<file path="src/rtl/unified_mem_sequencer_pkg.sv">
// Shared types and constants for the unified memory sequencer.
package unified_mem_sequencer_pkg;

  localparam int unsigned WORD_W = 32;
  localparam int unsigned BE_W   = 4;

  typedef logic [WORD_W-1:0] word;

  // Core data-port operation.
  typedef enum logic [1:0] {
    MEM_NONE  = 2'd0,
    MEM_READ  = 2'd1,
    MEM_WRITE = 2'd2
  } mem_en_t;

  // Sequencer phases; each lasts at least one cycle.
  typedef enum logic [1:0] {
    FETCH  = 2'd0,
    EXEC   = 2'd1,
    DATA   = 2'd2,
    COMMIT = 2'd3
  } seq_state_t;

  // Data access captured in EXEC and replayed unchanged for the whole DATA phase.
  typedef struct packed {
    word             addr;
    word             wdata;
    logic [BE_W-1:0] be;
    logic            we;
  } data_req_t;

  localparam word NOP_INST   = 32'h0000_0013;
  localparam word ABORT_DATA = 32'hDEAD_BEEF;

endpackage

</file>
<file path="src/rtl/unified_mem_sequencer_seq_timeout_counter.sv">
// Counts consecutive request cycles without ready; flags expiry on the last allowed cycle.
module unified_mem_sequencer_seq_timeout_counter #(
  parameter int unsigned TIMEOUT_CYCLES = 256
) (
  input  logic clock,
  input  logic reset,
  input  logic count_en,
  output logic expire_c
);

  localparam int unsigned CW = (TIMEOUT_CYCLES > 2) ? $clog2(TIMEOUT_CYCLES) : 1;

  logic [CW-1:0] cnt_q, cnt_d;

  assign expire_c = count_en && (cnt_q == CW'(TIMEOUT_CYCLES - 1));

  // Advance while waiting; any ready, idle cycle or abort returns the count to zero.
  always_comb begin
    cnt_d = '0;
    if (count_en && !expire_c) begin
      cnt_d = cnt_q + CW'(1);
    end
  end

  // Count register.
  always_ff @(posedge clock or negedge reset) begin
    if (!reset) begin
      cnt_q <= '0;
    end else begin
      cnt_q <= cnt_d;
    end
  end

endmodule

</file>
<file path="src/rtl/unified_mem_sequencer.sv">
// Serialises core fetch and data accesses onto one variable-latency memory port,
// gating core commits through core_advance.
module unified_mem_sequencer
  import unified_mem_sequencer_pkg::*;
#(
  parameter int unsigned TIMEOUT_CYCLES = 256,
  parameter int unsigned CNT_WIDTH      = 32
) (
  input  logic                 clock,
  input  logic                 reset,
  input  word                  inst_add,
  output word                  inst_data,
  input  word                  data_add,
  input  word                  data_out,
  input  mem_en_t              data_mem_op,
  input  word                  data_mem_en,
  output word                  data_in,
  output logic                 core_advance,
  output logic                 mem_req,
  output logic                 mem_we,
  output word                  mem_addr,
  output word                  mem_wdata,
  output logic [BE_W-1:0]      mem_be,
  input  logic                 mem_ready,
  input  word                  mem_rdata,
  output logic                 bus_error,
  output logic [CNT_WIDTH-1:0] inst_count,
  output logic [CNT_WIDTH-1:0] stall_count
);

  seq_state_t           state_q, state_d;
  word                  inst_buf_q, inst_buf_d;
  word                  data_buf_q, data_buf_d;
  data_req_t            dreq_q, dreq_d;
  logic                 bus_error_q, bus_error_d;
  logic [CNT_WIDTH-1:0] inst_cnt_q, inst_cnt_d;
  logic [CNT_WIDTH-1:0] stall_cnt_q, stall_cnt_d;

  logic in_req_c;
  logic adv_c;
  logic expire_c;
  logic unused_bits;

  // Reset level gates the request so an in-flight access is dropped asynchronously.
  assign in_req_c    = reset && ((state_q == FETCH) || (state_q == DATA));
  assign adv_c       = ((state_q == EXEC) && (data_mem_op == MEM_NONE)) || (state_q == COMMIT);
  assign unused_bits = ^{inst_add[1:0], data_add[1:0], data_mem_en[WORD_W-1:BE_W]};

  unified_mem_sequencer_seq_timeout_counter #(
    .TIMEOUT_CYCLES(TIMEOUT_CYCLES)
  ) u_timeout (
    .clock    (clock),
    .reset    (reset),
    .count_en (in_req_c && !mem_ready),
    .expire_c (expire_c)
  );

  // Memory-side view: fetch uses the live pc, data replays the captured request.
  always_comb begin
    mem_req   = in_req_c;
    mem_we    = 1'b0;
    mem_addr  = '0;
    mem_wdata = '0;
    mem_be    = '0;
    if (in_req_c) begin
      if (state_q == FETCH) begin
        mem_addr = {inst_add[WORD_W-1:2], 2'b00};
        mem_be   = 4'hF;
      end else begin
        mem_we    = dreq_q.we;
        mem_addr  = dreq_q.addr;
        mem_wdata = dreq_q.wdata;
        mem_be    = dreq_q.be;
      end
    end
  end

  assign core_advance = adv_c;
  assign inst_data    = inst_buf_q;
  assign data_in      = data_buf_q;
  assign bus_error    = bus_error_q;
  assign inst_count   = inst_cnt_q;
  assign stall_count  = stall_cnt_q;

  // Next-state, buffer capture, timeout aborts and perf counters.
  always_comb begin
    state_d     = state_q;
    inst_buf_d  = inst_buf_q;
    data_buf_d  = data_buf_q;
    dreq_d      = dreq_q;
    bus_error_d = bus_error_q;
    inst_cnt_d  = inst_cnt_q;
    stall_cnt_d = stall_cnt_q;

    case (state_q)
      FETCH: begin
        if (in_req_c && mem_ready) begin
          inst_buf_d = mem_rdata;
          state_d    = EXEC;
        end else if (expire_c) begin
          inst_buf_d  = NOP_INST;
          bus_error_d = 1'b1;
          state_d     = EXEC;
        end
      end
      EXEC: begin
        if (data_mem_op == MEM_NONE) begin
          state_d = FETCH;
        end else begin
          dreq_d.addr  = {data_add[WORD_W-1:2], 2'b00};
          dreq_d.wdata = data_out;
          dreq_d.be    = data_mem_en[BE_W-1:0];
          dreq_d.we    = (data_mem_op == MEM_WRITE);
          state_d      = DATA;
        end
      end
      DATA: begin
        if (in_req_c && mem_ready) begin
          if (!dreq_q.we) begin
            data_buf_d = mem_rdata;
          end
          state_d = COMMIT;
        end else if (expire_c) begin
          data_buf_d  = ABORT_DATA;
          bus_error_d = 1'b1;
          state_d     = COMMIT;
        end
      end
      COMMIT: begin
        state_d = FETCH;
      end
      default: begin
        state_d = FETCH;
      end
    endcase

    if (adv_c) begin
      inst_cnt_d = inst_cnt_q + CNT_WIDTH'(1);
    end else begin
      stall_cnt_d = stall_cnt_q + CNT_WIDTH'(1);
    end
  end

  // State, buffers and counters.
  always_ff @(posedge clock or negedge reset) begin
    if (!reset) begin
      state_q     <= FETCH;
      inst_buf_q  <= NOP_INST;
      data_buf_q  <= '0;
      dreq_q      <= '0;
      bus_error_q <= 1'b0;
      inst_cnt_q  <= '0;
      stall_cnt_q <= '0;
    end else begin
      state_q     <= state_d;
      inst_buf_q  <= inst_buf_d;
      data_buf_q  <= data_buf_d;
      dreq_q      <= dreq_d;
      bus_error_q <= bus_error_d;
      inst_cnt_q  <= inst_cnt_d;
      stall_cnt_q <= stall_cnt_d;
    end
  end

endmodule

</file>
<file path="config.mk">
export PLATFORM = sky130hd
export DESIGN_NAME = unified_mem_sequencer
export DESIGN_NICKNAME = d
export VERILOG_FILES = /design/src/rtl/unified_mem_sequencer_pkg.sv /design/src/rtl/unified_mem_sequencer_seq_timeout_counter.sv /design/src/rtl/unified_mem_sequencer.sv
export SDC_FILE = /design/constraint.sdc
export NUM_CORES = 1
export LEC_CHECK = 0
export ABC_AREA = 0
export CAP_MARGIN = 0
export CELL_PAD_IN_SITES_DETAIL_PLACEMENT = 1
export CELL_PAD_IN_SITES_GLOBAL_PLACEMENT = 1
export CORE_MARGIN = 5
export CORE_UTILIZATION = 37
export CTS_BUF_LIST = sky130_fd_sc_hd__clkbuf_4 sky130_fd_sc_hd__clkbuf_8
export CTS_CLUSTER_SIZE = 25
export DETAILED_ROUTE_END_ITERATION = 7
export GPL_ROUTABILITY_DRIVEN = 0
export PLACE_DENSITY = 0.9
export SETUP_SLACK_MARGIN = 0.3
export SKIP_CTS_REPAIR_TIMING = 1
export SLEW_MARGIN = 20
export SYNTH_ARGS = -nofsm -noshare
export SYNTH_HDL_FRONTEND = slang
export SYNTH_HIERARCHICAL = 1
export SYNTH_SLANG_ARGS = --single-unit
</file>
<file path="constraint.sdc">
create_clock -name clock -period 4.85 [get_ports clock]
set_clock_uncertainty 0.2 [all_clocks]
set_input_delay 0.485 -clock clock [delete_from_list [all_inputs] [get_ports clock]]
set_output_delay 0.485 -clock clock [all_outputs]
set_load 0.05 [all_outputs]
</file>
# Word level (Yosys, flattened, before mapping)
# Index checks and enable logic that the tools add are counted.
# W data, S select, Z words.
# word_totals
reg_bits,206
input_bits,165
out_inout_bits,200
word_cells,63
# classes
add_sub_neg,3
n_eq_ne,8
mux,20
bitwise,2
n_reduce_logical,19
# ops
cell,n
$mux W32,9
$add A32 B1 Y32 const B,2
$mux W2,5
$add A8 B1 Y8 const B,1
$eq A8 B8 Y1 const B,1
$mux W4,2
$mux W8,1
$pmux W2 S4,1
$eq A2 B2 Y1 const B,3
$logic_and A1 B1 Y1,6
$ne A3 B1 Y1 const B,2
$reduce_and A2 Y1,3
$reduce_and A3 Y1,2
$logic_not A2 Y1,2
$eq A2 B1 Y1 const B,1
$logic_not A1 Y1,2
$logic_or A1 B1 Y1,2
$mux W1,2
$ne A2 B2 Y1 const B,1
$not A1 Y1,2
$reduce_bool A2 Y1,1
$reduce_or A2 Y1,1

# Longest topological paths before layout
# depth
depth_word,8
depth_mapped,11
mapped_depth_nobuf,8

# Hierarchy
# The synthesis kept the hierarchy.
# modules_own_cells
module,instances,cells_each,area_each_um2
unified_mem_sequencer,1,751,8693.3
unified_mem_sequencer_seq_timeout_counter,1,39,377.9

# Least setup slack after synthesis
# OpenSTA, ideal clock, no wires.
# synth_path
kind,input to register
from,input port reset
to,"register data_buf_q[10], in the netlist data_in[10]"
t_arrival_ns,2.455
slack_ns,2.129
path_stages,11
n_path_buf,3
path_cell_list,nand2b_1 -> clkbuf_1 -> clkbuf_1 -> nor2_1 -> inv_1 -> nor3_1 -> a21oi_1 -> a311oi_1 -> clkbuf_1 -> o21ai_0 -> nand2_1
# synth_between
elab_chain_cells,5
elab_cells_between_ends,8
classes_between,eq/ne: 1; mux: 1; reduce/logical: 6
# synth_rtl
element,line,text
start: declaration,unified_mem_sequencer.sv:10,"input logic reset,"
$logic_and A1 B1 Y1,unified_mem_sequencer.sv:45,assign in_req_c = reset && ((state_q == FETCH) || (state_q == DATA));
$logic_and A1 B1 Y1,unified_mem_sequencer.sv:54,".count_en (in_req_c && !mem_ready),"
$logic_and A1 B1 Y1,unified_mem_sequencer_seq_timeout_counter.sv:15,assign expire_c = count_en && (cnt_q == CW'(TIMEOUT_CYCLES - 1));
via expire_c,unified_mem_sequencer.sv:41,logic expire_c;
$reduce_bool A2 Y1 (no line),n/a,
$reduce_and A3 Y1 (no line),n/a,
end signal: assignment,unified_mem_sequencer.sv:157,data_buf_q <= data_buf_d;
end: declaration,unified_mem_sequencer.sv:33,"word data_buf_q, data_buf_d;"
# The timed path passes the listed nets, and every way through them passes these cells.
# A chain may end at the register's enable or synchronous reset.

# Worst setup path after layout
# layout_path
from,input port reset
to,output port mem_wdata[4]
# layout_between
elab_chain_cells,2
# layout_rtl
element,line,text
$logic_and A1 B1 Y1,unified_mem_sequencer.sv:45,
$mux W32,unified_mem_sequencer.sv:65,if (in_req_c) begin
end: declaration,unified_mem_sequencer.sv:22,"output word mem_wdata,"
# No other way between the ends.

==> impl_metrics.json <==
{
  "status": "finished, final reports clean",
  "vias": 7683,
  "required_ns": 4.16,
  "setup_violations": 0,
  "ios": 365,
  "critical_path_arrival_ns": 3.52,
  "ant_nets": 0,
  "powerDensity_nw_per_um2": 540,
  "crit_path_end_kind": "primary output",
  "drtPass1Iterations": 4,
  "avgSynthCellArea_um2": 11.5,
  "antennaDiodeCount": 0,
  "synthFlopType": "dfrtp_1",
  "antenna_found_initial": 0,
  "fill_cells": 2557,
  "cp_max_fo": 45,
  "grt.total_usage_pct": 22.3,
  "die_w_um": 167,
  "ys_warn_count": 6,
  "num_rows": 57,
  "portBuffers": 330,
  "dp_hpwl_um": 22500,
  "drv_slew": 0,
  "clk_pin_slew_ns": 0.06,
  "clock_sinks": 206,
  "drcViolationCount": 0,
  "die-area_um2": 27700,
  "r2r-start": "state_q[0]",
  "fmaxAchievable_mhz": 238,
  "netlist_instances": 790,
  "core_region_area_um2": 24200,
  "grt_pass1_wl_um": 50000,
  "p_leak_uw": 0.00588,
  "crit_type": "in -> out",
  "grt_pass1_vias": 8761,
  "synth-seq-area-share_pct": 56.9,
  "netlist_top_cells_count": "dfrtp_1, nand2_1, mux2_2",
  "r2r-end": "inst_data[19]",
  "relSlewSlack_pct": 19.0,
  "htree_levels": 2,
  "grt_use_met1_pct": 24.8,
  "clk_root_buffer_cell": "clkbuf_8",
  "synthMostInstantiatedCell": "dfrtp_1",
  "placed_cell_area_um2": 12600,
  "ys_top_cells_by_area": "dfrtp_1, mux2_2, xnor2_1",
  "hp-class": "in -> async",
  "top_usage_layer": "met2",
  "synth_top_area_share_pct": 56.0,
  "syn-cell-area_um2": 9070,
  "start_kind": "primary input",
  "worstMarginPinSlew_ns": 1.21,
  "design_area_um2": 13400,
  "drive_gt1_share_pct": 15.1,
  "grt-ovfl-total": 0,
  "finalHoldViolations": 0,
  "post-route-period-util_pct": 86.7,
  "wire_per_inst_um": 21.5,
  "initial_core_util_pct": 37.4,
  "cts_tree": "built",
  "fin_nets": 1293,
  "grt_max_degree": 169,
  "yosysUniqueCellTypes": 49,
  "async_flop_share_pct": 100,
  "use_met2_pct": 40.4,
  "syn_to_final_growth_pct": 48.2,
  "use_met3_pct": 7.32,
  "cts_max_path_buffers": 3,
  "ff2ff_path_depth": 6,
  "drt_wl_total_um": 31600,
  "r2r_slack_ns": 1.42,
  "synth-edff-count": 0,
  "synth_top_cell_by_area": "dfrtp_1",
  "drtIter0Drc": 409,
  "rsz0062_at_grt": "false",
  "avgViaCountPerCell": 5.22,
  "peakVddDrop_mv": 0.308,
  "finalSetupTns_ns": 0,
  "fin_cells": 1473,
  "place_inst": 1409,
  "maxCapViolCount": 0,
  "worstSkewPairLatency_ns": 0.52,
  "power.total_uw": 7250,
  "cp-startpoint": "reset",
  "min_period_ns": 4.21,
  "numCtsBuffers": 37,
  "fp.dieH_um": 167,
  "ys_ff_latch": 206
}
## layout by cell type, fill, tap and decap left out, types with 34 or more instances in the layout
master | synthesis | final
nand3_1 | 34 | 34
xnor2_1 | 52 | 52
nor2_1 | 52 | 52
nand2_1 | 82 | 82
clkbuf_8 | 0 | 45
and3_1 | 45 | 45
mux2_2 | 63 | 63
clkdlybuf4s50_1 | 0 | 311
dfrtp_1 | 203 | 202
## registers in the layout (all words and copies together) (netlist names), named ones only
register         count
dreq_q              67
data_in             32
inst_count          32
inst_data           32
stall_count         32
u_timeout/cnt_q      8
bus_error            1
state_q              1
## worst max-delay path: stages
cell and delay, ns:
dlygate4sd3_1 0.55, clkbuf_8 0.30, nand2b_4 0.47, clkinv_2 0.55, and3_1 0.39, clkdlybuf4s50_1 0.73
## cells by family (layout without fill, tap and decap cells)
logic type | after synthesis | count (layout) | synth area share [%]
other cells | 1 | 2 | 0.0413
mux | 93 | 93 | 11.1
simple gates | 279 | 279 | 15.7
flops | 206 | 206 | 56.9
compound gates | 85 | 85 | 6.91
xor+xnor | 65 | 65 | 6.28
buf+inv | 58 | 416 | 2.68
fa+ha+maj | 3 | 3 | 0.414
## report_power, final
part / leakage, µW / switching [µW] / total [µW] / internal, µW
Combinational: 0.00288 / 1850 / 2920 / 1080
Sequential: 0.00258 / 369 / 2580 / 2210
Clock: 0.000415 / 750 / 1750 / 1000
Total: 0.00588 / 2970 / 7250 / 4290
## how the worst max path moves through the flow
stage	to	cells after the start
floorplan	data_in[10]	11
global placement	mem_wdata[8]	5
detailed placement	mem_wdata[20]	5
CTS	mem_wdata[20]	4
global route	mem_wdata[20]	6
finish	mem_wdata[4]	6
## layer usage
metal | wire length [µm] | vias to the layer above
li1 | - | 3451
met1 | 11900 | 3871
met2 | 16300 | 304
met3 | 2570 | 57
met4 | 917 | 0
met5 | 0 | -
## final cells by class
class	instances	area [µm²]	share of cell area (%)
Sequential cell	206	5160	38.4
Multi-Input combinational cell	527	3690	27.5
Timing Repair Buffer	339	3340	24.9
Clock buffer	53	673	5.01
Tap cell	324	405	3.02
Clock inverter	10	110	0.819
Inverter	14	53.8	0.400
## metrics by stage
| stage | setup slack (ns) | utilization (%) | hold WS (ns) |
|---|---|---|---|
| 3_3_place_gp | 0.897 | 52.1 | 0.245 |
| 6_report | 0.645 | 55.4 | 0.269 |
| 5_1_grt | 0.437 | 55.4 | 0.272 |
| 2_1_floorplan | 2.13 | - | -0.0106 |
| 4_1_cts | 0.443 | 55.4 | -0.336 |
| 3_5_place_dp | 0.852 | 52.1 | 0.251 |
No activity file was read; power rests on OpenSTA's default activity.
==> RTL edit 1 (config.mk and constraints unchanged) <==
The 4 states of `seq_state_t` get a one-hot encoding in 4 bits.
--- a/src/rtl/unified_mem_sequencer_pkg.sv
+++ b/src/rtl/unified_mem_sequencer_pkg.sv
@@ -15,9 +15,9 @@
 
   // Sequencer phases; each lasts at least one cycle.
-  typedef enum logic [1:0] {
-    FETCH  = 2'd0,
-    EXEC   = 2'd1,
-    DATA   = 2'd2,
-    COMMIT = 2'd3
+  typedef enum logic [3:0] {
+    FETCH  = 4'b0001,
+    EXEC   = 4'b0010,
+    DATA   = 4'b0100,
+    COMMIT = 4'b1000
   } seq_state_t;
 
Behaviour: no difference found for any inputs over 4 cycles, from zero or initial values and one cycle with reset low; so few cycles prove little.
==> RTL edit 1 against the original RTL <==
  * Worst setup slack improved by 0.44 ns
  * Wire length is 0.53% higher
  * Core utilization is 1.6 points higher
  * Final area grew 2.9%
  * Total power rose by 21%
  * Synthesized area increased by 0.22%
  * Sequential cell count is 2 higher
  * First-iteration DRC count shrank 29%
==> RTL edit 1: results (changes against the original RTL) <==
| Metric | Value |
|---|---|
| Status | complete, no violations |
| Non-clock buffer share | 0.270 (+0.0212) |
| Reg-to-Reg End | data_in[2] |
| ClkCell Share | 0.0565 (-0.00174) |
| Register area share after synthesis | 0.573 (+0.00439) |
| Relative slew margins | 0.273 (+0.0830) |
| Leak | 0.00583 µW (-0.75%) |
| Mux share of post-synthesis cell area | 0.0818 (-0.0296) |
| Iter 0 DRT Violations | 289 (-29%) |
| CTS buffer count | 38 (+2.7%) |
| Area growth, synth to finish | 52.2% |
| Metal2 WL | 15900 µm (-2.4%) |
| Pin count of the biggest net entering global routing | 128 (-24%) |
| Reg2reg start | state_q[0] |
| Placed wire-length estimate | 22500 µm (+0.24%) |
| Post-synthesis adder-cell area fraction | 0.00413 (-0.00000911) |
| Multi-input combinational area share | 0.265 (-0.00932) |
| Clock buffer count | 59 (+11%) |
| Most frequent cells after synthesis | 204 x dfrtp_1, 90 x nand2_1, 66 x mux2_2, 46 x xnor2_1, 41 x and2_1 |
| Reg2Reg Depth | 10 (+4) |
| GRT Util Overall | 0.224 (+0.00157) |
| Max Clock Freq | 265 MHz (+12%) |
| Vias in the first global route | 8571 (-2.2%) |
| Vias per cell | 5.19 (-0.52%) |
| Inverters | 8 (-6) |
| Crit path max fanout | 16 (-64%) |
| Worst Path Arrival | 3.08 ns (-0.44 ns) |
| Top post-synthesis cells by area | dfrtp_1 56%, mux2_2 8.2%, xnor2_1 4.4% |
| Number of signal-net buffers in the layout | 341 (+0.59%) |
| Cell Area, Synth | 0.00909 mm² (+0.22%) |
| First-pass GRT wire length | 50300 µm (+0.43%) |
| Fin cells | 1464 (-0.61%) |
| M1 WL | 12900 µm (+8.3%) |
| #FFs+latches synth | 208 (+0.97%) |
| Placed Cells | 1398 (-0.78%) |
| Distinct cell type count after synthesis | 44 (-10%) |
| Placed instance area | 0.0130 mm² (+3.1%) |
| Grt met1 use | 0.270 (+0.0219) |
| Mapped Cells | 778 (-1.5%) |
| Final nets | 1283 (-0.77%) |
| CP max stage delay | 0.81 ns (+0.08 ns) |
| R2R Setup Slk | 1.70 ns (+0.28 ns) |
| Met3 GRT Util | 0.0713 (-0.00190) |
| Drt total wl | 31800 µm (+0.53%) |
| Routed wl met3 | 2360 µm (-8.4%) |
| Psw | 3830 µW (+29%) |
| Layout filler cell count | 2491 (-2.6%) |
| Synth Area in XOR/XNOR | 0.0636 (+0.000825) |
| Layout cells sized above 1 | 0.169 (+0.0179) |
| Global-route met2 utilization | 0.391 (-0.0127) |
-- RTL edit 1: cell types whose count changed after synthesis, sizes merged, moves of 8 or more --
cell and change:
and2 +37, and3 -34, nor2 -31, mux2i -30, a21oi +27, o21ai -22, o22a +19, nand2 +8
nor4 +8
-- RTL edit 1: power by group through the flow --
| stage | combinational [µW] | sequential (µW) | clock (µW) |
|---|---|---|---|
| 3_5_place_dp | 4360 | 2730 | 0 |
| 3_3_place_gp | 4240 | 2680 | 0 |
| 4_1_cts | 4380 | 2720 | 1780 |
| 5_1_grt | 4540 | 2800 | 1880 |
| 2_1_floorplan | 1700 | 3670 | 0 |
| 6_report | 4330 | 2710 | 1720 |
-- RTL edit 1: cell families (layout without fill, tap and decap cells) --
logic type,after synthesis,count (layout)
other,1,2
AOI/OAI and AO/OA,112,112
xor gates and xnor gates,66,66
buffers and inverters,53,414
DFF,208,208
and+or+nand+nor,269,269
adders and majority gates,3,3
muxes,66,66
==> RTL edit 2 (same flow settings) <==
Made on the original files. Set the package constant `BE_W` to 5 (it was 4).
--- a/src/rtl/unified_mem_sequencer_pkg.sv
+++ b/src/rtl/unified_mem_sequencer_pkg.sv
@@ -3,5 +3,5 @@
 
   localparam int unsigned WORD_W = 32;
-  localparam int unsigned BE_W   = 4;
+  localparam int unsigned BE_W   = 5;
 
   typedef logic [WORD_W-1:0] word;
Interface: changed (resized mem_be); port bits go from 365 to 366. The function was not compared with the original's and may differ.
==> RTL edit 2 against the original RTL <==
  * Synthesized area is 0.28% higher
  * Worst setup slack improved by 0.20 ns
  * Critical path depth shrank 1
  * Total power up 8.7%
  * Non-clock buffer count rose by 4
  * First-iteration DRC count shrank 9.0%
  * Fmax grew 5.0%
  * Final area grew 3.4%
  * Wire length increased by 12%
  * Sequential cell count grew 1
  * Critical endpoint is now mem_wdata[8]
  * Highest routed layer unchanged
==> RTL edit 2: results (changes against the original RTL) <==
| Metric | Value |
|---|---|
| Status | complete, no violations |
| Pin count of the biggest net entering global routing | 79 (-53%) |
| CP max-delay cell | inv_1 |
| Seq cells | 207 (+0.49%) |
| Final nets | 1279 (-1.1%) |
| Layout filler cell count | 2473 (-3.3%) |
| Distinct cell type count after synthesis | 47 (-4.1%) |
| Psw | 3290 µW (+11%) |
| Clock share of power | 0.222 (-0.020) |
| WL per Instance | 24.2 µm (+13%) |
| Post-synthesis compound-gate area fraction | 0.0703 (+0.00119) |
| Count of input and output buffers | 332 (+0.61%) |
| First-pass GRT wire length | 54200 µm (+8.4%) |
| Dpl ws | 0.992 ns (+0.140 ns) |
| Most frequent cells after synthesis | 204 x dfrtp_1, 67 x mux2_2, 64 x nand2_1, 45 x nor2_1, 41 x and3_1 |
| Crit path max fanout | 36 (-20%) |
| Number of signal-net buffers in the layout | 343 (+1.2%) |
| GRT Util Overall | 0.247 (+0.0245) |
| Largest register FFs | 68 (+1.5%) |
| Relative slew margins | 0.297 (+0.107) |
| Placed Cells | 1392 (-1.2%) |
| Mux share of post-synthesis cell area | 0.116 (+0.00465) |
| Total power | 7880 µW (+8.7%) |
| Register area share after synthesis | 0.570 (+0.00119) |
| Placed instance area | 0.0131 mm² (+3.4%) |
| Setup WS post-layout | 0.844 ns (+0.199 ns) |
| Clock buffer count | 59 (+11%) |
| Iter 0 DRT Violations | 372 (-9.0%) |
| Multi-In Gates | 506 (-4.0%) |
| Design area | 0.0139 mm² (+3.4%) |
| Placed wire-length estimate | 24200 µm (+7.7%) |
| Power share of the combinational group | 0.433 (+0.030) |
| Layout cells sized above 1 | 0.174 (+0.0223) |
| Vias in the first global route | 8712 (-0.56%) |
| Multi-input combinational area share | 0.266 (-0.00829) |
| Synth Area in XOR/XNOR | 0.0642 (+0.00148) |
| Cell Area, Synth | 0.00910 mm² (+0.28%) |
| Non-clock buffer share | 0.271 (+0.0224) |
| Leak | 0.00609 µW (+3.6%) |
| CP max stage delay | 0.91 ns (+0.18 ns) |
| Post-synthesis adder-cell area fraction | 0.00413 (-0.0000114) |
| CTS buffer count | 39 (+5.4%) |
## RTL edit 2: changes by cell type after synthesis, sizes merged, moves of 11 or more
cell | before | now
nand4 | 29 | 18
o21ai | 25 | 8
nand2 | 82 | 64
nor3 | 8 | 19
o22a | 8 | 23
xnor2 | 52 | 37
xor2 | 13 | 28
## RTL edit 2: metal layers
layer  track usage  wire length, µm
met1         0.291            13800
met2         0.439            18200
met3        0.0725             2410
met4        0.0719              971
met5             0                0
## RTL edit 2: worst paths after layout
check / start / to / slack, ns / cells past startpoint
max in group asynchronous: reset / asynchronous set/reset pin / 2.26 / 4
worst max-delay path: state_q[0] / mem_wdata[8] / 0.84 / 5
min in group asynchronous: reset / dreq_q[4] / 0.38 / 3
worst min-delay path: inst_data[29] / inst_data[29] / 0.26 / 2
worst max register to register: state_q[0] / inst_data[6] / 1.23 / 7
worst min register to register: inst_data[29] / inst_data[29] / 0.26 / 2
